==> config.mk <==
export PLATFORM = sky130hd
export DESIGN_NAME = instr_fetch
export DESIGN_NICKNAME = d
export VERILOG_FILES = /design/src/rtl/riscv_pkg.sv /design/src/rtl/fetch_skid_buf.sv /design/src/rtl/instr_fetch.sv
export SDC_FILE = /design/constraint.sdc
export NUM_CORES = 1
export LEC_CHECK = 0
export CAP_MARGIN = 20
export CORE_MARGIN = 3
export CORE_UTILIZATION = 40
export CTS_BUF_LIST = sky130_fd_sc_hd__clkbuf_8
export DETAILED_ROUTE_END_ITERATION = 10
export DONT_BUFFER_PORTS = 1
export GPL_ROUTABILITY_DRIVEN = 1
export MAX_ROUTING_LAYER = met4
export PLACE_DENSITY = 0.52
export SLEW_MARGIN = 20
export SYNTH_ARGS = -nofsm -noshare
export SYNTH_HDL_FRONTEND = slang
export SYNTH_HIERARCHICAL = 1
export SYNTH_SLANG_ARGS = --single-unit
==> constraint.sdc <==
create_clock -name clk -period 2.9 [get_ports clk]
set_input_delay 0.435 -clock clk [delete_from_list [all_inputs] [get_ports clk]]
set_output_delay 0.435 -clock clk [all_outputs]
set_load 0.02 [all_outputs]
==> src/rtl/riscv_pkg.sv <==
// Shared fetch-stage definitions: default constants and the fetch FSM encoding.
package riscv_pkg;

  // addi x0,x0,0 -- presented to decode whenever no instruction is held
  localparam logic [31:0] NOP_INSTR = 32'h0000_0013;

  // First fetch address after reset unless the instance overrides it
  localparam logic [31:0] DEFAULT_RESET_PC = 32'h0000_0000;

  // Fetch request FSM: IDLE waits for skid space, REQ drives the memory
  // request, WAIT holds the single outstanding request until rvalid.
  typedef enum logic [1:0] {
    IDLE = 2'd0,
    REQ  = 2'd1,
    WAIT = 2'd2
  } fetch_state_e;

  // Force an address onto a 4-byte boundary
  function automatic logic [31:0] word_align(input logic [31:0] addr);
    return addr & 32'hFFFF_FFFC;
  endfunction

endpackage

==> src/rtl/fetch_skid_buf.sv <==
// One-entry {pc, instr} holding register used when decode stalls while a
// fetch response is still arriving.
module fetch_skid_buf (
  input  logic        clk,
  input  logic        rst,
  input  logic        clear,
  input  logic        load,
  input  logic        drain,
  input  logic [31:0] load_pc,
  input  logic [31:0] load_instr,
  output logic        full,
  output logic [31:0] pc,
  output logic [31:0] instr
);

  logic        full_reg;
  logic [31:0] pc_reg;
  logic [31:0] instr_reg;

  // Occupancy flag: a load and a drain in the same cycle leave it full
  always_ff @(posedge clk) begin
    if (rst || clear) begin
      full_reg <= 1'b0;
    end else begin
      full_reg <= load || (full_reg && !drain);
    end
  end

  // Payload captured on load; contents are only meaningful while full
  always_ff @(posedge clk) begin
    if (rst) begin
      pc_reg    <= 32'h0000_0000;
      instr_reg <= 32'h0000_0000;
    end else if (load) begin
      pc_reg    <= load_pc;
      instr_reg <= load_instr;
    end
  end

  assign full  = full_reg;
  assign pc    = pc_reg;
  assign instr = instr_reg;

endmodule

==> src/rtl/instr_fetch.sv <==
// Instruction fetch stage: one outstanding memory request, an output
// register toward decode, a one-entry skid buffer and redirect handling
// that discards the response of a request already in flight.
module instr_fetch #(
  parameter logic [31:0] RESET_PC  = riscv_pkg::DEFAULT_RESET_PC,
  parameter logic [31:0] NOP_INSTR = riscv_pkg::NOP_INSTR
) (
  input  logic        clk,
  input  logic        rst,
  output logic        imem_req,
  output logic [31:0] imem_addr,
  input  logic        imem_gnt,
  input  logic        imem_rvalid,
  input  logic [31:0] imem_rdata,
  input  logic        redirect_valid,
  input  logic [31:0] redirect_pc,
  input  logic        stall_id,
  output logic [31:0] instruction,
  output logic [31:0] pc_if,
  output logic [31:0] pc_plus_4_if,
  output logic        if_valid
);

  riscv_pkg::fetch_state_e state_reg, state_next;
  logic [31:0] fetch_pc_reg, fetch_pc_next;
  logic [31:0] req_pc_reg, req_pc_next;
  logic        drop_reg, drop_next;
  logic        out_valid_reg, out_valid_next;
  logic [31:0] out_pc_reg, out_pc_next;
  logic [31:0] out_instr_reg, out_instr_next;

  logic        skid_load;
  logic        skid_drain;
  logic        skid_full;
  logic [31:0] skid_pc;
  logic [31:0] skid_instr;
  logic        skid_full_after;

  logic        granted;
  logic        resp_accept;
  logic        consume;

  // Request only from REQ, and never while reset is asserted so the first
  // request lands in the first cycle after reset.
  assign imem_req    = (state_reg == riscv_pkg::REQ) && !rst;
  assign imem_addr   = fetch_pc_reg;
  assign granted     = imem_req && imem_gnt;
  // A response is kept unless it belongs to a redirected-away request or
  // coincides with a redirect.
  assign resp_accept = (state_reg == riscv_pkg::WAIT) && imem_rvalid
                       && !drop_reg && !redirect_valid;
  assign consume     = out_valid_reg && !stall_id;

  fetch_skid_buf u_skid (
    .clk        (clk),
    .rst        (rst),
    .clear      (redirect_valid),
    .load       (skid_load),
    .drain      (skid_drain),
    .load_pc    (req_pc_reg),
    .load_instr (imem_rdata),
    .full       (skid_full),
    .pc         (skid_pc),
    .instr      (skid_instr)
  );

  // Skid occupancy as it will be after this edge; steers the FSM so a new
  // request only issues when there is room for its response.
  assign skid_full_after = !redirect_valid && (skid_load || (skid_full && !skid_drain));

  // Output register and skid steering: redirect flushes, otherwise the skid
  // entry has priority over a fresh response when decode consumes.
  always_comb begin
    out_valid_next = out_valid_reg;
    out_pc_next    = out_pc_reg;
    out_instr_next = out_instr_reg;
    skid_load      = 1'b0;
    skid_drain     = 1'b0;
    if (redirect_valid) begin
      out_valid_next = 1'b0;
    end else if (consume) begin
      if (skid_full) begin
        out_valid_next = 1'b1;
        out_pc_next    = skid_pc;
        out_instr_next = skid_instr;
        skid_drain     = 1'b1;
        skid_load      = resp_accept;
      end else if (resp_accept) begin
        out_valid_next = 1'b1;
        out_pc_next    = req_pc_reg;
        out_instr_next = imem_rdata;
      end else begin
        out_valid_next = 1'b0;
      end
    end else if (resp_accept) begin
      if (!out_valid_reg) begin
        out_valid_next = 1'b1;
        out_pc_next    = req_pc_reg;
        out_instr_next = imem_rdata;
      end else begin
        skid_load = 1'b1;
      end
    end
  end

  // Fetch FSM next state, fetch PC and drop flag; redirect overrides last.
  always_comb begin
    state_next    = state_reg;
    fetch_pc_next = fetch_pc_reg;
    req_pc_next   = req_pc_reg;
    drop_next     = drop_reg;
    case (state_reg)
      riscv_pkg::IDLE: begin
        if (!skid_full_after) state_next = riscv_pkg::REQ;
      end
      riscv_pkg::REQ: begin
        if (granted) begin
          state_next    = riscv_pkg::WAIT;
          req_pc_next   = fetch_pc_reg;
          fetch_pc_next = fetch_pc_reg + 32'd4;
        end
      end
      riscv_pkg::WAIT: begin
        if (imem_rvalid) begin
          drop_next  = 1'b0;
          state_next = skid_full_after ? riscv_pkg::IDLE : riscv_pkg::REQ;
        end
      end
      default: state_next = riscv_pkg::REQ;
    endcase
    if (redirect_valid) begin
      fetch_pc_next = riscv_pkg::word_align(redirect_pc);
      // Anything granted now or still awaiting rvalid must have its
      // response thrown away; wait for it before issuing the new target.
      if (granted || ((state_reg == riscv_pkg::WAIT) && !imem_rvalid)) begin
        drop_next  = 1'b1;
        state_next = riscv_pkg::WAIT;
      end else begin
        drop_next  = 1'b0;
        state_next = riscv_pkg::REQ;
      end
    end
  end

  // State registers
  always_ff @(posedge clk) begin
    if (rst) begin
      state_reg     <= riscv_pkg::REQ;
      fetch_pc_reg  <= RESET_PC;
      req_pc_reg    <= RESET_PC;
      drop_reg      <= 1'b0;
      out_valid_reg <= 1'b0;
      out_pc_reg    <= RESET_PC;
      out_instr_reg <= NOP_INSTR;
    end else begin
      state_reg     <= state_next;
      fetch_pc_reg  <= fetch_pc_next;
      req_pc_reg    <= req_pc_next;
      drop_reg      <= drop_next;
      out_valid_reg <= out_valid_next;
      out_pc_reg    <= out_pc_next;
      out_instr_reg <= out_instr_next;
    end
  end

  assign if_valid     = out_valid_reg;
  assign instruction  = out_valid_reg ? out_instr_reg : NOP_INSTR;
  assign pc_if        = out_pc_reg;
  assign pc_plus_4_if = out_pc_reg + 32'd4;

endmodule

# == Yosys cells after proc, flatten, opt, wreduce, memory -nomap -nowiden ==
# Cells that the tools add are included.
# word_totals
reg_bits,197
out_inout_bits,130
word_cells,88
# op_classes
n_addsub,2
n_eq_ne,6
mux,37
bitwise_logic,1
reduce_logical,31
# op_table
operator,n
$mux W32,14
$add A32 B3 Y32 const B,2
$mux W1,17
$reduce_bool A2 Y1,6
$mux W2,5
$logic_and A1 B1 Y1,9
$ne A3 B3 Y1 const B,3
$logic_not A1 Y1,6
$pmux W2 S3,1
$reduce_and A2 Y1,3
$reduce_and A4 Y1,1
$logic_or A1 B1 Y1,3
$reduce_and A3 Y1,1
$eq A2 B1 Y1 const B,1
$eq A2 B2 Y1 const B,1
$logic_not A2 Y1,1
$ne A2 B1 Y1 const B,1
$reduce_or A2 Y1,1
$not A1 Y1,1

# == Depth between registers and ports, before layout ==
# logic_depth
word_depth,13
depth_mapped,7
ltp_nobuf,4

# == Cells and area by module ==
# The synthesis kept the hierarchy.
# modules_own_cells
mod,instances,cells_each,area_each_um2,seq_area_each_um2
instr_fetch,1,796,6754.0,2562.5
fetch_skid_buf,1,210,2321.0,1301.2

# == Worst setup path after synthesis ==
# OpenSTA, ideal clock, no wires.
# synth_path
path_type,register to output
from,"reg out_pc_reg[8], in the netlist pc_if[8]"
to,out pc_plus_4_if[21]
arrival_time_ns,1.964
required_ns,2.465
slack_ns,0.501
stages_incl_launch_ff,7
n_path_buf,2
cell_sequence,dfxtp_1 > clkbuf_1 > nand4_1 > or4_1 > clkbuf_1 > nor3_1 > xor2_1
# synth_between
elab_chain_cells,1
# synth_rtl
item,line,text
from (decl),instr_fetch.sv:29,"logic [31:0] out_pc_reg, out_pc_next;"
from (signal assigned),instr_fetch.sv:161,out_pc_reg <= out_pc_next;
$add A32 B3 Y32,instr_fetch.sv:169,assign pc_plus_4_if = out_pc_reg + 32'd4;
to (decl),instr_fetch.sv:20,"output logic [31:0] pc_plus_4_if,"
# Every way passes these cells.

# == Final worst setup path ==
# layout_path
from,"reg out_pc_reg[5], in the netlist pc_if[5]"
to,out pc_plus_4_if[21]
# Same word-level chain as after synthesis.

==> results.txt <==
post-CTS repair timing setup buffer count: 0
Critical Path Sink Type: output port
Critical-path top delay cell: or4_4
Initial DRC Count: 489
vias per std cell: 5.36
CTS Hold Bufs: 0
Die Wd: 157 µm
GRT overflow: 0
initial antenna violation count: 0
Vias: 6915
Chip Height: 157 µm
Worst Max-Slew Pin Slew: 752 ps
commonest non-fill, non-tap cells in the layout: dfxtp_1, nor2_1, mux2i_1
Skew-Pair Late Insertion Delay: 460 ps
CTS clk-pin slew, worst paths: 110 ps
layout cells sized above 1: 0.102
H-tree Lvls: 4
Final Max Slew Viols: 0
CP peak stage delay: 570 ps
post-synth top area cell: dfxtp_1
Hold Crit Class: in -> reg
GRT Util Overall: 0.190
Final Core Density: 0.447
pin count of the biggest net entering global routing: 198
register area: 3870 µm²
Fin Setup TNS: 0 ps
Synth area leaders: dfxtp_1, mux2i_1, nor2_1, a211oi_1, nand2_1
fin nets: 1070
clock period minus worst slack: 2710 ps
cell count after synthesis: 1006
cts bufs inserted: 17
num ports: 200
Synth Area per Inst: 9.02 µm²
Max Root-Sink Buffers: 2
max frequency: 368 MHz
# fillers: 2264
WL final: 23000 µm
Warnings, synthesis: 6
maximum capacitance violations: 0
DR DRC count: 0
most common cell after layout, fill and taps aside: dfxtp_1
area growth from synthesis to layout: 8.60%
drt pass-1 iters: 4
Slew headroom: 0.495
critical-path cell list: nand4_1 -> or4_4 -> nor3_1 -> xor2_1 -> buf_4
vias in the first global route: 6529
Critical Path AT: 2280 ps
worst path required time: 2470 ps
Post-synth EDFFs: 0
port bufs: 0
post-synthesis sequential area ratio: 0.426
pre-CTS setup slack: 437 ps
Worst Hold Depth: 1
Final GP Congestion: 0.761
final hold vios: 0
core area: 22000 µm²
Pwr Density: 493 nW/µm²
CTS tree: done
Site Rows: 54
outcome: finished clean
crit path kind: reg -> out
post-synthesis register bit count: 193
share of flip-flops with an asynchronous set or reset: 0
Die Area: 24500 µm²
Final setup viols: 0
Final Cycle Share: 0.936
Max FO, Critical Path: 7
Distinct cells, synth: 57
CTS root buffer: clkbuf_8
area occupied by multi-input gates: 4710 µm²
RSZ-0062 raised after global routing: no
Setup WS post-layout: 185 ps
first-pass GRT wire length: 36200 µm
area share of the largest cell type after synthesis: 0.426
R2R cell count: 4
post-DR wirelength/cell: 17.8 µm
antenna fix cells: 0
Mapped Area: 9070 µm²
maximum vdd ir drop: 0.000261 V
skew final: 23.8 ps
initial core utilization: 0.412
clock sinks: 193
antenna-violating nets left: 0
post-detail-place hpwl: 15500 µm
LEAKAGE: 3.16 nW
crit start category: flip-flop
top_reg_cell synth: dfxtp_1
[per-layer routing]
metal	track usage	share of wire	wire (µm)	vias to the layer above
met3	0.0520	0.060	1380	17
met4	0.0467	0.012	265	0
met1	0.258	0.48	11100	3209
met2	0.281	0.44	10200	157
met5	-	0	0	-
li1	-	-	-	3532
[final timing paths]
check                             endpoint  slack, ps                          start
max                       pc_plus_4_if[21]        190          pc_if[5]$_SDFFE_PP0P_
min             imem_addr[25]$_SDFFE_PP0P_         40                            rst
max reg2reg     imem_addr[17]$_SDFFE_PP0P_        650      imem_addr[3]$_SDFFE_PP0P_
min reg2reg  out_instr_reg[1]$_SDFFE_PP1P_        470  out_instr_reg[1]$_SDFFE_PP1P_
[Yosys cell counts, types with 4 or more instances]
| library cell | count |
|---|---|
| nand2_1 | 62 |
| dfxtp_1 | 193 |
| nor2_1 | 155 |
| nand3_1 | 23 |
| xnor2_1 | 21 |
| a2111oi_0 | 5 |
| nand3b_1 | 7 |
| nor2b_1 | 4 |
| buf_4 | 5 |
| buf_8 | 5 |
| a211oi_1 | 68 |
| nand4_1 | 18 |
| clkbuf_8 | 5 |
| or3_1 | 4 |
| a21oi_1 | 12 |
| inv_1 | 19 |
| o311a_1 | 4 |
| o21ai_0 | 36 |
| mux2i_1 | 126 |
| nand2b_1 | 30 |
| or4_1 | 6 |
| nor3_1 | 14 |
| and2_1 | 32 |
| clkbuf_1 | 40 |
| o31ai_1 | 7 |
| a311oi_1 | 13 |
| buf_1 | 5 |
| buf_2 | 16 |
| and4_1 | 9 |
| xor2_1 | 14 |
| nor4_1 | 6 |
| and3_1 | 5 |
[kinds of logic after synthesis]
kind of cell,synth area share
flip-flops,0.426
other,0.000413
XOR/XNOR,0.0338
adder cells (fa/ha/maj),0.00276
buffers and inverters,0.0605
multiplexers,0.139
AND/OR/NAND/NOR,0.212
AO/OA/AOI/OAI,0.126
[power by group]
part	switching (mW)	internal (mW)
Sequential	0.0889	2.71
Clock	0.997	0.806
Combinational	0.153	0.108
[critical path, delay by kind of cell (launching register included)]
family,cells,cell delay [ps]
flip-flops,1,470
buffers and inverters,1,160
XOR/XNOR,1,170
AND/OR/NAND/NOR,3,1030
[cell type report]
type,instances,area share
Multi-Input combinational cell,716,0.478
Timing Repair Buffer,51,0.0452
Clock buffer,18,0.0251
Tap cell,280,0.0355
Sequential cell,193,0.393
Clock inverter,14,0.0156
Inverter,19,0.00724
[what timing repair did]
| action | 4_1_cts | 5_1_grt |
|---|---|---|
| endpoints found under the setup margin | 3 | 7 |
| pin swaps | 0 | 1 |
| resized for setup | 3 | 7 |
[metrics by stage]
stage          power, mW  instances  area (µm²)  hold slack (ps)
3_5_place_dp        3.12       1259        9440              443
4_1_cts             4.93       1291        9840             11.2
5_1_grt             5.09       1291        9860             7.25
2_1_floorplan       3.07       1009        9090              426
3_3_place_gp        3.12       1259        9440              436
6_report            4.86       1291        9860             39.6
Power figures use the tool's default switching activity.
